===== src/rtl/apb_timer_req_arbiter.sv =====
// APB master that shares one timer APB slave among NUM_REQ requesters.
// Round-robin grant, one transfer outstanding, per-requester response pulse.
//
// Handshake: a requester holds req_valid[i] (with write/addr/wdata stable)
// until it sees req_ready[i] high in the same cycle; that cycle is the accept.
// It may drop req_valid[i] earlier without effect. rsp_valid[i] is a one-cycle
// pulse with no back-pressure; rsp_rdata/rsp_err are only meaningful with it.
module apb_timer_req_arbiter #(
  parameter int NUM_REQ     = 4,
  parameter int ADDR_WIDTH  = 32,
  parameter int DATA_WIDTH  = 32,
  parameter int RD_CAP_DLY  = 1,
  parameter int TIMEOUT_CYC = 16
) (
  input  logic                          pclk,
  input  logic                          presetn,
  input  logic [NUM_REQ-1:0]            req_valid,
  input  logic [NUM_REQ-1:0]            req_write,
  input  logic [NUM_REQ*ADDR_WIDTH-1:0] req_addr,
  input  logic [NUM_REQ*DATA_WIDTH-1:0] req_wdata,
  output logic [NUM_REQ-1:0]            req_ready,
  output logic [NUM_REQ-1:0]            rsp_valid,
  output logic [DATA_WIDTH-1:0]         rsp_rdata,
  output logic                          rsp_err,
  output logic                          busy,
  output logic [ADDR_WIDTH-1:0]         paddr,
  output logic                          psel,
  output logic                          penable,
  output logic                          pwrite,
  output logic [DATA_WIDTH-1:0]         pwdata,
  output logic [3:0]                    pstrb,
  input  logic [DATA_WIDTH-1:0]         prdata,
  input  logic                          pready,
  input  logic                          pslverr,
  output logic [2:0]                    dbg_state
);

  localparam int PW = (NUM_REQ > 1) ? $clog2(NUM_REQ) : 1;
  localparam int TW = (TIMEOUT_CYC > 1) ? $clog2(TIMEOUT_CYC + 1) : 1;
  localparam logic [TW-1:0] TMO_LAST = (TIMEOUT_CYC > 0) ? TW'(TIMEOUT_CYC - 1) : '0;
  localparam logic [PW-1:0] LAST_REQ = PW'(NUM_REQ - 1);
  localparam logic [PW:0]   NREQ_W   = (PW + 1)'(NUM_REQ);

  typedef enum logic [2:0] {
    S_IDLE    = 3'd0,
    S_SETUP   = 3'd1,
    S_ACCESS  = 3'd2,
    S_CAPTURE = 3'd3,
    S_RESP    = 3'd4
  } state_t;

  state_t                r_state;
  logic [PW-1:0]         r_ptr;
  logic [PW-1:0]         r_gnt;
  logic                  r_write;
  logic [ADDR_WIDTH-1:0] r_addr;
  logic [DATA_WIDTH-1:0] r_wdata;
  logic [DATA_WIDTH-1:0] r_rdata;
  logic                  r_err;
  logic [TW-1:0]         r_tmo_cnt;

  logic [2*NUM_REQ-1:0]  w_dbl;
  logic [NUM_REQ-1:0]    w_rot;
  logic [PW-1:0]         w_off;
  logic [PW:0]           w_sum;
  logic [PW-1:0]         w_gnt_idx;
  logic                  w_gnt_vld;
  logic                  w_tmo_hit;

  // Rotate requests so the pointer position becomes bit 0, then take the lowest set bit.
  assign w_dbl = {req_valid, req_valid} >> r_ptr;
  assign w_rot = w_dbl[NUM_REQ-1:0];

  // Priority scan over the rotated vector: lowest offset from the pointer wins.
  always_comb begin
    w_gnt_vld = 1'b0;
    w_off     = '0;
    for (int i = NUM_REQ - 1; i >= 0; i--) begin
      if (w_rot[i]) begin
        w_gnt_vld = 1'b1;
        w_off     = PW'(i);
      end
    end
  end

  assign w_sum     = {1'b0, r_ptr} + {1'b0, w_off};
  assign w_gnt_idx = (w_sum >= NREQ_W) ? PW'(w_sum - NREQ_W) : PW'(w_sum);
  assign w_tmo_hit = (TIMEOUT_CYC != 0) && (r_tmo_cnt == TMO_LAST);

  // Accept pulse is combinational so it lands in the same cycle as the grant decision.
  always_comb begin
    req_ready = '0;
    if (presetn && (r_state == S_IDLE) && w_gnt_vld) req_ready[w_gnt_idx] = 1'b1;
  end

  // Transfer FSM: grant/latch, APB setup/access, optional delayed read capture, response.
  always_ff @(posedge pclk or negedge presetn) begin
    if (!presetn) begin
      r_state   <= S_IDLE;
      r_ptr     <= '0;
      r_gnt     <= '0;
      r_write   <= 1'b0;
      r_addr    <= '0;
      r_wdata   <= '0;
      r_rdata   <= '0;
      r_err     <= 1'b0;
      r_tmo_cnt <= '0;
    end else begin
      case (r_state)
        S_IDLE: begin
          r_tmo_cnt <= '0;
          if (w_gnt_vld) begin
            r_gnt   <= w_gnt_idx;
            r_write <= req_write[w_gnt_idx];
            r_addr  <= req_addr[w_gnt_idx*ADDR_WIDTH +: ADDR_WIDTH];
            r_wdata <= req_wdata[w_gnt_idx*DATA_WIDTH +: DATA_WIDTH];
            r_ptr   <= (w_gnt_idx == LAST_REQ) ? '0 : w_gnt_idx + PW'(1);
            r_err   <= 1'b0;
            r_rdata <= '0;
            r_state <= S_SETUP;
          end
        end
        S_SETUP: begin
          r_state <= S_ACCESS;
        end
        S_ACCESS: begin
          if (pready) begin
            r_err     <= pslverr;
            r_tmo_cnt <= '0;
            if (r_write) begin
              r_rdata <= '0;
              r_state <= S_RESP;
            end else if (RD_CAP_DLY == 0) begin
              r_rdata <= prdata;
              r_state <= S_RESP;
            end else begin
              r_state <= S_CAPTURE;
            end
          end else if (w_tmo_hit) begin
            // Slave never answered: abort with an error and no data.
            r_err     <= 1'b1;
            r_rdata   <= '0;
            r_tmo_cnt <= '0;
            r_state   <= S_RESP;
          end else if (TIMEOUT_CYC != 0) begin
            r_tmo_cnt <= r_tmo_cnt + TW'(1);
          end
        end
        S_CAPTURE: begin
          // Slave registered prdata during ACCESS; it is valid on this edge.
          r_rdata <= prdata;
          r_state <= S_RESP;
        end
        S_RESP: begin
          r_state <= S_IDLE;
        end
        default: begin
          r_state <= S_IDLE;
        end
      endcase
    end
  end

  // APB bus outputs are decoded from the state register; zeroed outside a transfer.
  assign psel    = (r_state == S_SETUP) || (r_state == S_ACCESS);
  assign penable = (r_state == S_ACCESS);
  assign paddr   = psel ? r_addr : '0;
  assign pwrite  = psel & r_write;
  assign pwdata  = psel ? r_wdata : '0;
  assign pstrb   = (psel && r_write) ? 4'hF : 4'h0;
  assign busy    = (r_state == S_SETUP) || (r_state == S_ACCESS) || (r_state == S_CAPTURE);

  // Response pulse goes only to the requester that owns the transfer.
  always_comb begin
    rsp_valid = '0;
    if (r_state == S_RESP) rsp_valid[r_gnt] = 1'b1;
  end

  assign rsp_rdata = (r_state == S_RESP) ? r_rdata : '0;
  assign rsp_err   = (r_state == S_RESP) & r_err;
  assign dbg_state = r_state;

endmodule

===== config.mk =====
export PLATFORM = sky130hd
export DESIGN_NAME = apb_timer_req_arbiter
export DESIGN_NICKNAME = d
export VERILOG_FILES = /design/src/rtl/apb_timer_req_arbiter.sv
export SDC_FILE = /design/constraint.sdc
export NUM_CORES = 1
export LEC_CHECK = 0
export CORE_AREA = 2 2 163 165
export DETAILED_ROUTE_END_ITERATION = 12
export DIE_AREA = 0 0 165 167
export PLACE_DENSITY = 0.66
export REMOVE_ABC_BUFFERS = 1
export SLEW_MARGIN = 20
export SYNTH_ARGS = -nofsm -noshare
export SYNTH_HDL_FRONTEND = slang
export SYNTH_SLANG_ARGS = --single-unit

===== constraint.sdc =====
create_clock -name pclk -period 3.83 [get_ports pclk]
set_input_delay 0.383 -clock pclk [delete_from_list [all_inputs] [get_ports pclk]]
set_output_delay 0.383 -clock pclk [all_outputs]
set_load 0.05 [all_outputs]

==> impl_metrics.json <==
{
  "outcome": "complete, no violations",
  "synthesis.area_mm2": 0.007390,
  "grt_pass1_vias": 7522,
  "syn_avg_cell_area_um2": 9.078,
  "min_period_ps": 3458,
  "power_leakage_nw": 5.150,
  "clockBufferDepth": 2,
  "vias_per_cell": 4.968,
  "fin_area_mm2": 0.01205,
  "synthFlopType": "dfrtp_1",
  "cp_max_fo": 5,
  "setup_viol": 0,
  "insertion_delay_ps": 350,
  "final_nets": 1474,
  "hold_path.class": "primary input to asynchronous set/reset pin",
  "cts_resized": 0,
  "ir_worst_vdd_mv": 0.9605,
  "netlist_top_cells_count": "mux2i_1 (130), dfrtp_1 (110), nand2_1 (83)",
  "ant_nets": 0,
  "multi_input_area_mm2": 0.004179,
  "cts-root-buf": "clkbuf_16",
  "die_y_um": 167,
  "fin_crit_sh_pct": 90.29,
  "fp.dieW_um": 165,
  "drive_gt1_share_pct": 3.830,
  "slowest_delay_ps": 550,
  "path_cells": "clkdlybuf4s50_1, inv_1, o21ai_0, a21oi_1, o31a_1, ha_4, xnor2_1, and4_2, or2_4, inv_1, nor3b_1, buf_12",
  "portBuffers": 415,
  "first_iter_violations": 483,
  "drc": 0,
  "synth_edf_count": 0,
  "antenna_found_initial": 2,
  "power_density_mw_per_mm2": 896.4,
  "wl_um": 27620,
  "grt-ovfl-total": 0,
  "start_util_pct": 28.68,
  "cts_tree": "built",
  "ys_seq_area_share_pct": 37.25,
  "yosysWarnings": 0,
  "final-instance-count-excl-fill": 1511,
  "drt-pass1-iter-count": 6,
  "grt_max_degree": 119,
  "yosysTopAreaCellShare_pct": 37.25,
  "pre_cts_slack_ps": 377.0,
  "core_mm2": 0.02576,
  "maxSlewHeadroom_pct": 40.96,
  "ys_seq_elements": 110,
  "gp_congestion": 0.7940,
  "async_flop_share_pct": 100.0,
  "hpwl_um": 20380,
  "hold_buffers": 0,
  "worst_pin_slew_ps": 885.6,
  "dpl_cell_area_mm2": 0.01175,
  "place_inst": 1494,
  "regArea_mm2": 0.002753,
  "startpoint_type": "primary input",
  "vias": 7506,
  "routedWlPerCell_um": 18.28,
  "grt_pass1_wl_um": 41670,
  "synth_cell_types": 43,
  "cp-end-kind": "primary output",
  "rows": 59,
  "critical_path_class": "primary input to primary output",
  "drv_cap": 0,
  "max_freq_mhz": 289.2,
  "final_max_slew_viol_count": 0,
  "synth_most_common_cell": "mux2i_1",
  "path_common_cell": "inv_1",
  "clk_pin_slew_ps": 80,
  "crit_required_ps": 3450,
  "syn_inst": 814,
  "grt_setup_unrepaired": "no",
  "final_util_pct": 46.75,
  "die-area_mm2": 0.02756,
  "netlist_top_cells_area": "dfrtp_1 (37%), mux2i_1 (18%), o311ai_1 (6.0%), and2_1 (5.6%), o21ai_0 (4.9%)",
  "cts_sinks": 110,
  "synth_top_area_cell": "dfrtp_1",
  "grtUsageTotal_pct": 19.37,
  "nFillCells": 2546,
  "postCtsSetupBuffers": 0,
  "skew_ps": 12.27,
  "finalHoldViolCount": 0,
  "cts_made_buffers": 9,
  "setup_slack_ps": 372.1,
  "worstPathArrival_ps": 3070,
  "pin_count": 416,
  "htree_levels": 3,
  "hold_ws_ps": 36.85,
  "critPathSlowestCell": "clkdlybuf4s50_1",
  "syn_to_final_growth_pct": 63.00
}
## report_power, final
part | switching (mW) | total (mW) | leakage, nW | internal [mW]
Sequential | 0.329 | 2.06 | 1.40 | 1.73
Combinational | 4.77 | 7.76 | 3.61 | 2.99
Clock | 0.467 | 0.980 | 0.139 | 0.513
Total | 5.56 | 10.8 | 5.15 | 5.23
## flip-flops by register name, summed over array words and instances, names as in the netlist
signal,flops
dbg_state,3
r_addr,32
r_err,1
r_gnt,2
r_ptr,2
r_rdata,32
r_tmo_cnt,5
r_wdata,32
r_write,1
## cell type report
cell class	instances	area share, %
multi-input combinational	611	34.69
clock inverter	6	0.5609
tap	335	3.480
antenna	1	0.02077
sequential	110	22.85
clock buffer	10	1.901
inverter	5	0.1558
timing repair buffer	433	36.34
## worst max-delay path, delay by kind of cell
kind,cells,cell delay (ps)
xor+xnor,1,260
buf+inv,4,920
simple gates,3,760
compound gates,3,590
fa+ha+maj,1,170
## metal layers
| layer | vias up | GRT usage, % | routed length [um] |
|---|---|---|---|
| li1 | 3658 | - | - |
| met1 | 3504 | 22.84 | 10910 |
| met2 | 303 | 34.08 | 13680 |
| met3 | 39 | 4.882 | 2323 |
| met4 | 2 | 6.276 | 687 |
| met5 | - | 0 | 13 |
## cells by family (layout without fill, tap and decap cells)
logic type               Yosys count  in the layout  synth area share (%)
multiplexers                     130            130                 17.61
AND/OR/NAND/NOR                  288            288                 19.30
flip-flops                       110            110                 37.25
adder cells (fa/ha/maj)            4              4                0.6773
XOR/XNOR                           1              1                0.1185
buffers and inverters             93            454                 6.807
other                              0              1                     0
AO/OA/AOI/OAI                    188            188                 18.24
## placed cells by master, fill, tap and decap left out, types with 2 or more instances in the layout
cell             synthesis  routed
buf_12                   0       8
o21ai_0                 73      73
clkdlybuf4s50_1          0     410
nor3_1                   5       5
nand2_1                 83      83
nor3b_1                  7       7
clkinvlp_4               0       2
o311ai_0                14      14
nor2b_1                  2       2
nand2b_1                 2       2
o311ai_1                51      51
inv_6                    0       2
o211ai_1                 2       2
and3_1                  36      36
buf_4                    5      15
a22o_1                  33      33
a21oi_1                  3       2
nand3b_1                 2       2
dfrtp_1                110     110
inv_1                    5       5
ha_1                     4       3
clkbuf_16                0       9
nor2_1                  74      74
and3b_1                  2       2
o31ai_1                  2       2
and2_1                  66      66
nor4_1                   2       2
mux2i_1                130     130
## final timing paths
check                                   from           end  slack, ps  cells past startpoint
worst max-delay path            req_valid[0]  req_ready[1]        370                     12
worst min-delay path                 presetn      r_ptr[1]         40                      1
worst max register to register      r_ptr[1]    r_addr[25]        930                      9
worst min register to register     r_addr[9]     r_addr[9]        480                      2
max in group asynchronous            presetn    r_wdata[1]       2470                      2
min in group pclk                  r_addr[9]     r_addr[9]        480                      2
## metrics by stage
stage	setup TNS (ps)	total power [mW]
CTS	0	10.92
global placement	0	9.819
detailed placement	0	9.895
global route	0	11.56
finish	0	10.80
floorplan	-191670	6.611
Note: power is estimated with default switching activity, not from simulation.
